===== config.mk =====
export PLATFORM = sky130hd
export DESIGN_NAME = score_keeper
export DESIGN_NICKNAME = d
export VERILOG_FILES = /design/src/rtl/score_keeper.sv
export SDC_FILE = /design/constraint.sdc
export NUM_CORES = 1
export LEC_CHECK = 0
export CAP_MARGIN = 0
export CELL_PAD_IN_SITES_DETAIL_PLACEMENT = 0
export CELL_PAD_IN_SITES_GLOBAL_PLACEMENT = 1
export CORE_MARGIN = 2
export CORE_UTILIZATION = 44
export CTS_CLUSTER_SIZE = 40
export DETAILED_ROUTE_END_ITERATION = 10
export PLACE_DENSITY_LB_ADDON = 0.1
export SYNTH_ARGS = -nofsm -noshare
export SYNTH_HDL_FRONTEND = slang
export SYNTH_SLANG_ARGS = --single-unit

===== constraint.sdc =====
create_clock -name clk -period 13.85 [get_ports clk]
set_input_delay 2.77 -clock clk [delete_from_list [all_inputs] [get_ports clk]]
set_output_delay 2.77 -clock clk [all_outputs]
set_load 0.1 [all_outputs]

===== src/rtl/score_keeper.sv =====
`default_nettype none
// score_keeper: brick-hit scoring with combo bonus, saturating 4-digit BCD score,
// session high score and seven-segment display select.  Revision 1.0
module score_keeper #(
  parameter int ALT_PERIOD = 32,
  parameter int COMBO_MAX  = 4
) (
  input  logic        clk,
  input  logic        rst,
  input  logic [2:0]  state,
  input  logic [3:0]  collision_trig,
  output logic [15:0] nums,
  output logic [15:0] score_bcd,
  output logic [15:0] high_bcd,
  output logic [2:0]  combo,
  output logic        new_high
);

  localparam int         ALT_W     = $clog2(ALT_PERIOD) + 1;
  localparam logic [2:0] COMBO_CAP = 3'(COMBO_MAX);

  typedef enum logic [1:0] {
    GS_MENU   = 2'd0,
    GS_WIN    = 2'd1,
    GS_LOSE   = 2'd2,
    GS_STAGE1 = 2'd3
  } game_t;

  game_t            cur_st, prev_st;
  logic [3:0]       trig_q, events;
  logic [ALT_W-1:0] alt_cnt, alt_eff;
  logic             is_end_st, game_start, game_end, alt_entry, scoring;
  logic             unused_wall;
  logic [15:0]      score_sum;

  // Decimal-adjusted add of 1..7 into four BCD digits; any carry out of the top digit saturates.
  function automatic logic [15:0] bcd_add(input logic [15:0] a, input logic [2:0] v);
    logic [4:0]  d;
    logic [3:0]  carry;
    logic [15:0] r;
    carry = {1'b0, v};
    r     = '0;
    for (int i = 0; i < 4; i++) begin
      d = {1'b0, a[4*i +: 4]} + {1'b0, carry};
      if (d > 5'd9) begin
        r[4*i +: 4] = 4'(d - 5'd10);
        carry       = 4'd1;
      end else begin
        r[4*i +: 4] = d[3:0];
        carry       = 4'd0;
      end
    end
    return (carry != 4'd0) ? 16'h9999 : r;
  endfunction

  always_comb begin
    cur_st      = (state <= 3'd3) ? game_t'(state[1:0]) : GS_MENU;
    is_end_st   = (cur_st == GS_WIN) || (cur_st == GS_LOSE);
    game_start  = (prev_st == GS_MENU) && (cur_st == GS_STAGE1);
    game_end    = (prev_st == GS_STAGE1) && is_end_st;
    alt_entry   = is_end_st && (prev_st != cur_st);
    // The entry cycle itself already counts as phase 0 of the alternation.
    alt_eff     = alt_entry ? '0 : alt_cnt;
    scoring     = (cur_st == GS_STAGE1) && !game_start;
    events      = collision_trig & ~trig_q;
    unused_wall = events[0];
    score_sum   = bcd_add(score_bcd, combo);
  end

  always_ff @(posedge clk) begin
    if (rst) begin
      trig_q    <= 4'b0000;
      prev_st   <= GS_MENU;
      alt_cnt   <= '0;
      score_bcd <= 16'h0000;
      high_bcd  <= 16'h0000;
      combo     <= 3'd1;
      new_high  <= 1'b0;
      nums      <= 16'h0000;
    end else begin
      trig_q  <= collision_trig;
      prev_st <= cur_st;
      alt_cnt <= is_end_st ? alt_eff + 1'b1 : '0;

      if (game_start) begin
        score_bcd <= 16'h0000;
        combo     <= 3'd1;
        new_high  <= 1'b0;
      end else if (game_end) begin
        // Valid BCD orders the same as plain binary.
        if (score_bcd > high_bcd) begin
          high_bcd <= score_bcd;
          new_high <= 1'b1;
        end else begin
          new_high <= 1'b0;
        end
      end else if (scoring) begin
        if (events[2]) begin
          score_bcd <= score_sum;
          if (combo < COMBO_CAP) combo <= combo + 3'd1;
        end
        if (events[1] || events[3]) combo <= 3'd1;
      end

      case (cur_st)
        GS_MENU:   nums <= high_bcd;
        GS_STAGE1: nums <= score_bcd;
        default:   nums <= alt_eff[ALT_W-1] ? high_bcd : score_bcd;
      endcase
    end
  end

endmodule
`default_nettype wire


==> results of run 1 <==
## flip-flops by register name (all words and copies together) (netlist names)
name,count
high_bcd,16
nums,16
score_bcd,16
alt_cnt,6
combo,3
trig_q,3
prev_st,2
new_high,1
## metrics by stage
step | hold WS (ns) | total power, mW | setup WS (ns)
after global routing | 0.502 | 0.430 | 6.69
after floorplan | 0.479 | 0.238 | 7.39
final | 0.481 | 0.412 | 7.23
after global placement | 0.471 | 0.252 | 7.37
after CTS | 0.487 | 0.416 | 7.26
after detailed placement | 0.465 | 0.253 | 7.29
## cell usage after synthesis, types with 3 or more instances
library cell and n:
a221oi_1 16, dfxtp_1 63, clkbuf_1 23, buf_6 3, nor4_1 3, o21ai_0 18, nand2b_1 7, a211oi_1 3
ha_1 32, nor2_1 45, or2_2 3, a21boi_0 5, a21oi_1 28, nor2b_1 4, nand4_1 20, a31oi_1 3
o21a_1 3, nand2_1 18, o311a_1 18, nor3b_1 3, inv_1 29, buf_2 6, nand3b_1 5, nor3_1 8
and2_1 5, nand3_1 11, a22o_1 16, xnor2_1 6
## power breakdown
group          switching, mW  internal, mW  leakage (nW)
registers            0.00175         0.185         0.511
logic                 0.0447        0.0169          1.16
clock network         0.0762        0.0870        0.0981
total                  0.123         0.289          1.77
## final timing paths
path	endpoint	slack, ns	depth (start not counted)
max	score_bcd[10]$_SDFFE_PP0P_	7.23	23
min	new_high$_SDFFE_PP0P_	0.48	2
max reg2reg	score_bcd[10]$_SDFFE_PP0P_	7.23	23
min reg2reg	new_high$_SDFFE_PP0P_	0.48	2
## worst reg2reg max path, stage by stage, from the launching register on
cell and delay (ns):
dfxtp_1 0.45, ha_1 0.26, inv_1 0.07, fa_1 0.57
nand2b_1 0.16, o32ai_1 0.10, a211oi_2 0.44, ha_1 0.38
ha_1 0.36, or2_2 0.32, a21oi_1 0.25, nor3_1 0.08
ha_1 0.28, ha_1 0.41, or2_2 0.32, a21oi_1 0.24
nor3_1 0.08, ha_1 0.24, ha_1 0.31, or2_1 0.21
a21oi_1 0.19, o21a_1 0.25, or4b_1 0.47, a21oi_1 0.13
## cells by family after synthesis
| family | Yosys count | synth area share, % |
|---|---|---|
| XOR/XNOR | 8 | 1.82 |
| AO/OA/AOI/OAI | 133 | 27.1 |
| buffers and inverters | 62 | 6.93 |
| multiplexers | 1 | 0.260 |
| AND/OR/NAND/NOR | 146 | 20.2 |
| flip-flops | 63 | 32.8 |
| adder cells (fa/ha/maj) | 33 | 10.9 |
## layout make-up
cell class / count / area (sq um)
multi-input cells: 321 / 2320
clock buffers: 10 / 138
fillers: 822 / 3960
clock inverters: 6 / 60.1
flip-flops and latches: 63 / 1260
well taps: 108 / 135
inverters: 29 / 109
repair buffers: 62 / 613
## layer usage
layer,share of wire [%],wire length [microns],global-route usage [%],up-vias
met5,0,0,0,-
met4,0.88,88,5.34,0
met3,4.8,478,5.18,11
met2,48,4760,35.6,86
met1,46,4620,29.2,1680
li1,-,-,-,1753
==> reports/metrics.csv, run 1 <==
stage,metric,value,unit
global_routing,grt_start_max_net_pins,37,
sta,hold_violations,0,
critical_path,critical_path_class,flip-flop to flip-flop,
place,port_buffers,59,
layout,postLayoutCoreUtil,53.9,%
critical_path,cpMaxStageDelayCell,fa_1,
yosys,yosysTopAreaCellShare,32.8,%
critical_path,crit_start,score_bcd[0]$_SDFFE_PP0P_,
critical_path,arrival,6.89,ns
yosys,synth_nets,488,
critical_path,crit_path_cell_trace,ha_1 -> inv_1 -> fa_1 -> nand2b_1 -> o32ai_1 -> a211oi_2 -> ha_1 -> ha_1 -> or2_2 -> a21oi_1 -> nor3_1 -> ha_1 -> ha_1 -> or2_2 -> a21oi_1 -> nor3_1 -> ha_1 -> ha_1 -> or2_1 -> a21oi_1 -> o21a_1 -> or4b_1 -> a21oi_1,
sta,clock_skew,0.0152,ns
global_routing,antenna_found_initial,0,
critical_path,crit_family,adder cells,
pwr,power.leakage,1.77,nW
yosys,synth_enable_flop_cells,0,
floorplanning,dieArea,9500,sq um
pwr,peakVddDrop,0.0495,mV
layout,nets,528,
floorplanning,pin_count,61,
clocking,h-tree-depth,3,
clocking,cts_sinks,63,
routing,routedWlPerCell,16.6,microns
sta,period_share,47.8,%
critical_path,worstSetupStartpointType,flip-flop,
clocking,insertion_delay,0.35,ns
yosys,yosysWarnings,0,
clocking,cts_resized,0,
layout,instances_no_fill,599,
critical_path,cp.required,14.12,ns
sta,rsz0062_at_grt,no,
routing,ant_nets,0,
global_routing,grt_util_all_layers,21.8,%
critical_path,cp_max_fo,8,
floorplanning,start_util,44.7,%
yosys,synth_area,3840,sq um
global_routing,grt_pass1_vias,3400,
yosys,ys_seq_area_share,32.8,%
routing,drtIter0Drc,165,
critical_path,end_kind,flip-flop,
routing,routed_wirelength,9.95,mm
place,placed_area,4440,sq um
clocking,cts_tree,built,
pwr,power.density,88.9,nW/um^2
yosys,syn_inst,446,
yosys,synth_top_area_cell,dfxtp_1,
sta,min_period,6.62,ns
critical_path,max_stage_delay,0.57,ns
sta,finalMaxSlewViolations,0,
sta,tns,0,ns
clocking,root_buffer,clkbuf_8,
yosys,synthTopCellsByArea,"dfxtp_1 (33%), ha_1 (10%), o311a_1 (4.7%)",
sta,relSlewSlack,33.5,%
clocking,cts_setup_buffers,0,
layout,final_common_cell,dfxtp_1,
sta,fmax,151,MHz
layout,final_cell_mix,"dfxtp_1 (63), clkdlybuf4s50_1 (59), nor2_1 (45), ha_1 (32), inv_1 (29)",
clocking,hold_buffers,0,
global_routing,grt-ovfl-total,0,
floorplanning,die_y,97.5,microns
status,status,"complete, no violations",
layout,diodes,0,
yosys,syn_area_per_cell,8.62,sq um
clocking,path_clk_slew,0.07,ns
routing,drc_errors,0,
routing,routed_via_density,5.89,
job,drv_cap,0,
yosys,ys_ff_latch,63,
routing,vias,3530,
clocking,cts_made_buffers,9,
layout,postLayoutCellArea,4630,sq um
floorplanning,coreArea,8590,sq um
place,dp.cells,583,
critical_path,cp_common_cell,ha_1,
critical_path,path_buf_inv,1,
yosys,ys_types,62,
floorplanning,die_width,97.5,microns
sta,max_slew.worst_pin.slew,0.994,ns
critical_path,regToRegStartpoint,score_bcd[0]$_SDFFE_PP0P_,
min_path,min_from,new_high$_SDFFE_PP0P_,
place,hpwl,6.75,mm
yosys,ys.flop_type,dfxtp_1,
clocking,clockBufferDepth,2,
place,gp_congestion,0.784,
yosys,ys_async_sr_fraction,0,%
min_path,hold_class,flip-flop to flip-flop,
global_routing,grt_pass1_wl,17.1,mm
sta,setup_viol,0,
floorplanning,rows,34,
routing,firstDrtPassIters,4,
layout,syn_to_final_growth,20.5,%
layout,drive_gt1_share,5.91,%
Note: power is estimated with default switching activity, not from simulation.
==> run 2, diff against run 1 <==
--- a/config.mk
+++ b/config.mk
@@ -9,7 +9,7 @@
 export CELL_PAD_IN_SITES_DETAIL_PLACEMENT = 0
 export CELL_PAD_IN_SITES_GLOBAL_PLACEMENT = 1
 export CORE_MARGIN = 2
-export CORE_UTILIZATION = 44
+export CORE_UTILIZATION = 37
 export CTS_CLUSTER_SIZE = 40
 export DETAILED_ROUTE_END_ITERATION = 10
 export PLACE_DENSITY_LB_ADDON = 0.1
==> constraint.sdc (replaced) <==
create_clock -name clk -period 5.5 [get_ports clk]
set_input_delay 1.1 -clock clk [delete_from_list [all_inputs] [get_ports clk]]
set_output_delay 1.1 -clock clk [all_outputs]
set_load 0.1 [all_outputs]
==> reports/metrics.csv, run 2 (synthesis results as in run 1) <==
stage,metric,value,unit,change
status,status,"complete, no violations",,
global_routing,grt_pass1_wl,17.7,mm,+3.8%
clocking,insertion_delay,0.34,ns,about the same
routing,routed.top_layer,met4,,
routing,vias,3662,,+3.7%
clocking,root_buffer,clkbuf_8,,
critical_path,ff2ff_path_depth,23,,unchanged
floorplanning,dieArea,11200,sq um,+18%
critical_path,end_kind,flip-flop,,
place,port_buffers,59,,unchanged
min_path,hold_class,flip-flop to flip-flop,,
sta,relSlewSlack,34.4,%,+0.85 points
global_routing,grt_pass1_vias,3614,,+6.3%
sta,setup_viol,0,,unchanged
min_path,hold_path_depth,2,,unchanged
sta,setup_slack,0.260,ns,-6.97 ns
sta,clock_skew,0.0126,ns,-0.00257 ns
pwr,power.leakage,1.88,nW,+6.5%
pwr,power.density,198,nW/um^2,+120%
clocking,path_clk_slew,0.07,ns,about the same
routing,drtIter0Drc,125,,-24%
critical_path,r2r_end,score_bcd[6]$_SDFFE_PP0P_,,
routing,wl_met2,5.20,mm,+9.2%
critical_path,worstSetupStartpointType,flip-flop,,
floorplanning,pin_count,61,,unchanged
layout,diodes,0,,unchanged
place,hpwl,7.44,mm,+10%
routing,routed_wirelength,10.9,mm,+9.5%
global_routing,grt_util_all_layers,19.8,%,-2.0 points
floorplanning,start_util,37.8,%,-7.0 points
layout,drive_gt1_share,14.5,%,+8.6 points
clocking,cts_made_buffers,9,,unchanged
layout,final_cell_mix,"clkdlybuf4s50_1 (59), dfxtp_1 (57), nor2_1 (45), inv_1 (29), buf_4 (29)",,
place,pre_cts_slack,0.104,ns,-7.19 ns
routing,firstDrtPassIters,5,,+1
clocking,cts_tree,built,,
clocking,clockBufferDepth,2,,unchanged
clocking,h-tree-depth,3,,unchanged
routing,dr_wl_met3,453,microns,-5.2%
critical_path,cp.required,5.76,ns,-8.36 ns
routing,routedWlPerCell,16.7,microns,+0.45%
routing,drc_errors,0,,unchanged
critical_path,arrival,5.50,ns,-1.39 ns
routing,ant_nets,0,,unchanged
layout,syn_to_final_growth,28.5,%,
sta,finalMaxSlewViolations,0,,unchanged
clocking,cts_sinks,63,,unchanged
critical_path,critical_path_class,flip-flop to flip-flop,,
sta,period_share,95.3,%,+47 points
layout,postLayoutCellArea,4940,sq um,+6.6%
layout,final_common_cell,clkdlybuf4s50_1,,
floorplanning,die_width,106,microns,+8.7%
routing,routed_via_density,5.61,,-4.8%
sta,min_period,5.24,ns,-1.38 ns
min_path,holdPathEnd,new_high$_SDFFE_PP0P_,,
global_routing,antenna_found_initial,0,,unchanged
floorplanning,coreArea,10200,sq um,+19%
sta,hold_violations,0,,unchanged
sta,fmax,191,MHz,+26%
layout,reg_top3,"high_bcd x16, nums x16, score_bcd x16",,
pwr,peakVddDrop,0.101,mV,+100%
layout,nets,554,,+4.9%
floorplanning,die_y,106,microns,+8.7%
critical_path,cp_max_fo,5,,-3
sta,max_slew.worst_pin.slew,0.981,ns,-0.0128 ns
place,placed_area,4700,sq um,+5.9%
job,drv_cap,0,,unchanged
critical_path,regToRegStartpoint,combo[0]$_SDFFE_PP1P_,,
clocking,hold_buffers,0,,unchanged
global_routing,grt_start_max_net_pins,37,,unchanged
place,gp_congestion,0.777,,-0.79%
critical_path,r2r_slack,0.26,ns,-6.97 ns
routing,drt-met1-wl,5.07,mm,+9.5%
floorplanning,rows,37,,+8.8%
global_routing,grt-ovfl-total,0,,unchanged
min_path,min_from,new_high$_SDFFE_PP0P_,,
==> run 2: cell types whose count changed in the layout (fill, tap and decap cells not counted), sizes merged <==
cell / before / now
clkinvlp: 2 / 1
clkbuf: 10 / 12
bufinv: 1 / 0
buf: 3 / 29
==> run 2: area by class of cell <==
| class | instances | area (sq um) |
|---|---|---|
| fill | 1026 | 5250 |
| multi-input combinational | 321 | 2410 |
| sequential | 63 | 1280 |
| timing repair buffer | 88 | 808 |
| tap | 136 | 170 |
| clock buffer | 12 | 145 |
| inverter | 29 | 109 |
| clock inverter | 4 | 22.5 |
==> run 2: timing repair <==
item | 4_1_cts | 5_1_grt
resized for setup | 0 | 8
buffers inserted | 0 | 5
endpoints found under the setup margin | 0 | 11
==> run 2: where the power goes <==
group	leakage, nW	switching (mW)	internal [mW]	total (mW)
Clock	0.0861	0.177	0.174	0.351
Combinational	1.28	0.114	0.0434	0.158
Sequential	0.515	0.00457	0.465	0.470
==> run 2: critical path, stage by stage, from the launching register on <==
cell and delay, ns:
dfxtp_4 0.37, ha_4 0.17, inv_1 0.07, fa_2 0.48, nand2b_1 0.11, o32ai_1 0.10, a211oi_2 0.25, ha_2 0.25
ha_4 0.21, or2_2 0.29, a21oi_2 0.17, nor3_2 0.08, ha_2 0.20, ha_4 0.22, or2_2 0.31, a21oi_2 0.18
nor3_2 0.07, ha_2 0.19, ha_1 0.29, or2_1 0.23, a21oi_2 0.16, o21a_1 0.18, or4b_1 0.44, a21oi_1 0.12
==> run 2: routing by layer <==
| layer | GRT usage (%) | vias up |
|---|---|---|
| met5 | 0 | - |
| li1 | - | 1801 |
| met1 | 25.2 | 1760 |
| met2 | 33.1 | 90 |
| met4 | 6.30 | 0 |
| met3 | 4.90 | 11 |
==> run 2: worst max-delay path by stage <==
stage,endpoint,slack (ns),startpoint,cells after the start
detailed placement,score_bcd[6]$_SDFFE_PP0P_,0.10,combo[0]$_SDFFE_PP1P_,23
CTS,score_bcd[6]$_SDFFE_PP0P_,0.05,combo[0]$_SDFFE_PP1P_,23
global placement,score_bcd[6]$_SDFFE_PP0P_,0.22,combo[0]$_SDFFE_PP1P_,23
global route,score_bcd[6]$_SDFFE_PP0P_,-0.04,combo[0]$_SDFFE_PP1P_,23
finish,score_bcd[6]$_SDFFE_PP0P_,0.26,combo[0]$_SDFFE_PP1P_,23
floorplan,score_bcd[10]$_SDFFE_PP0P_,0.04,score_bcd[0]$_SDFFE_PP0P_,24
==> run 2: per-stage QoR <==
stage               power (mW)  util, %  setup TNS, ns  cells  hold WS (ns)
floorplan                0.599        -              0    446         0.479
global placement         0.637     46.1              0    632         0.469
detailed placement       0.638     46.1              0    632         0.472
CTS                      0.991     47.8              0    648         0.481
global route              1.02     48.5        -0.0367    653         0.504
finish                   0.978     48.5              0    653         0.472
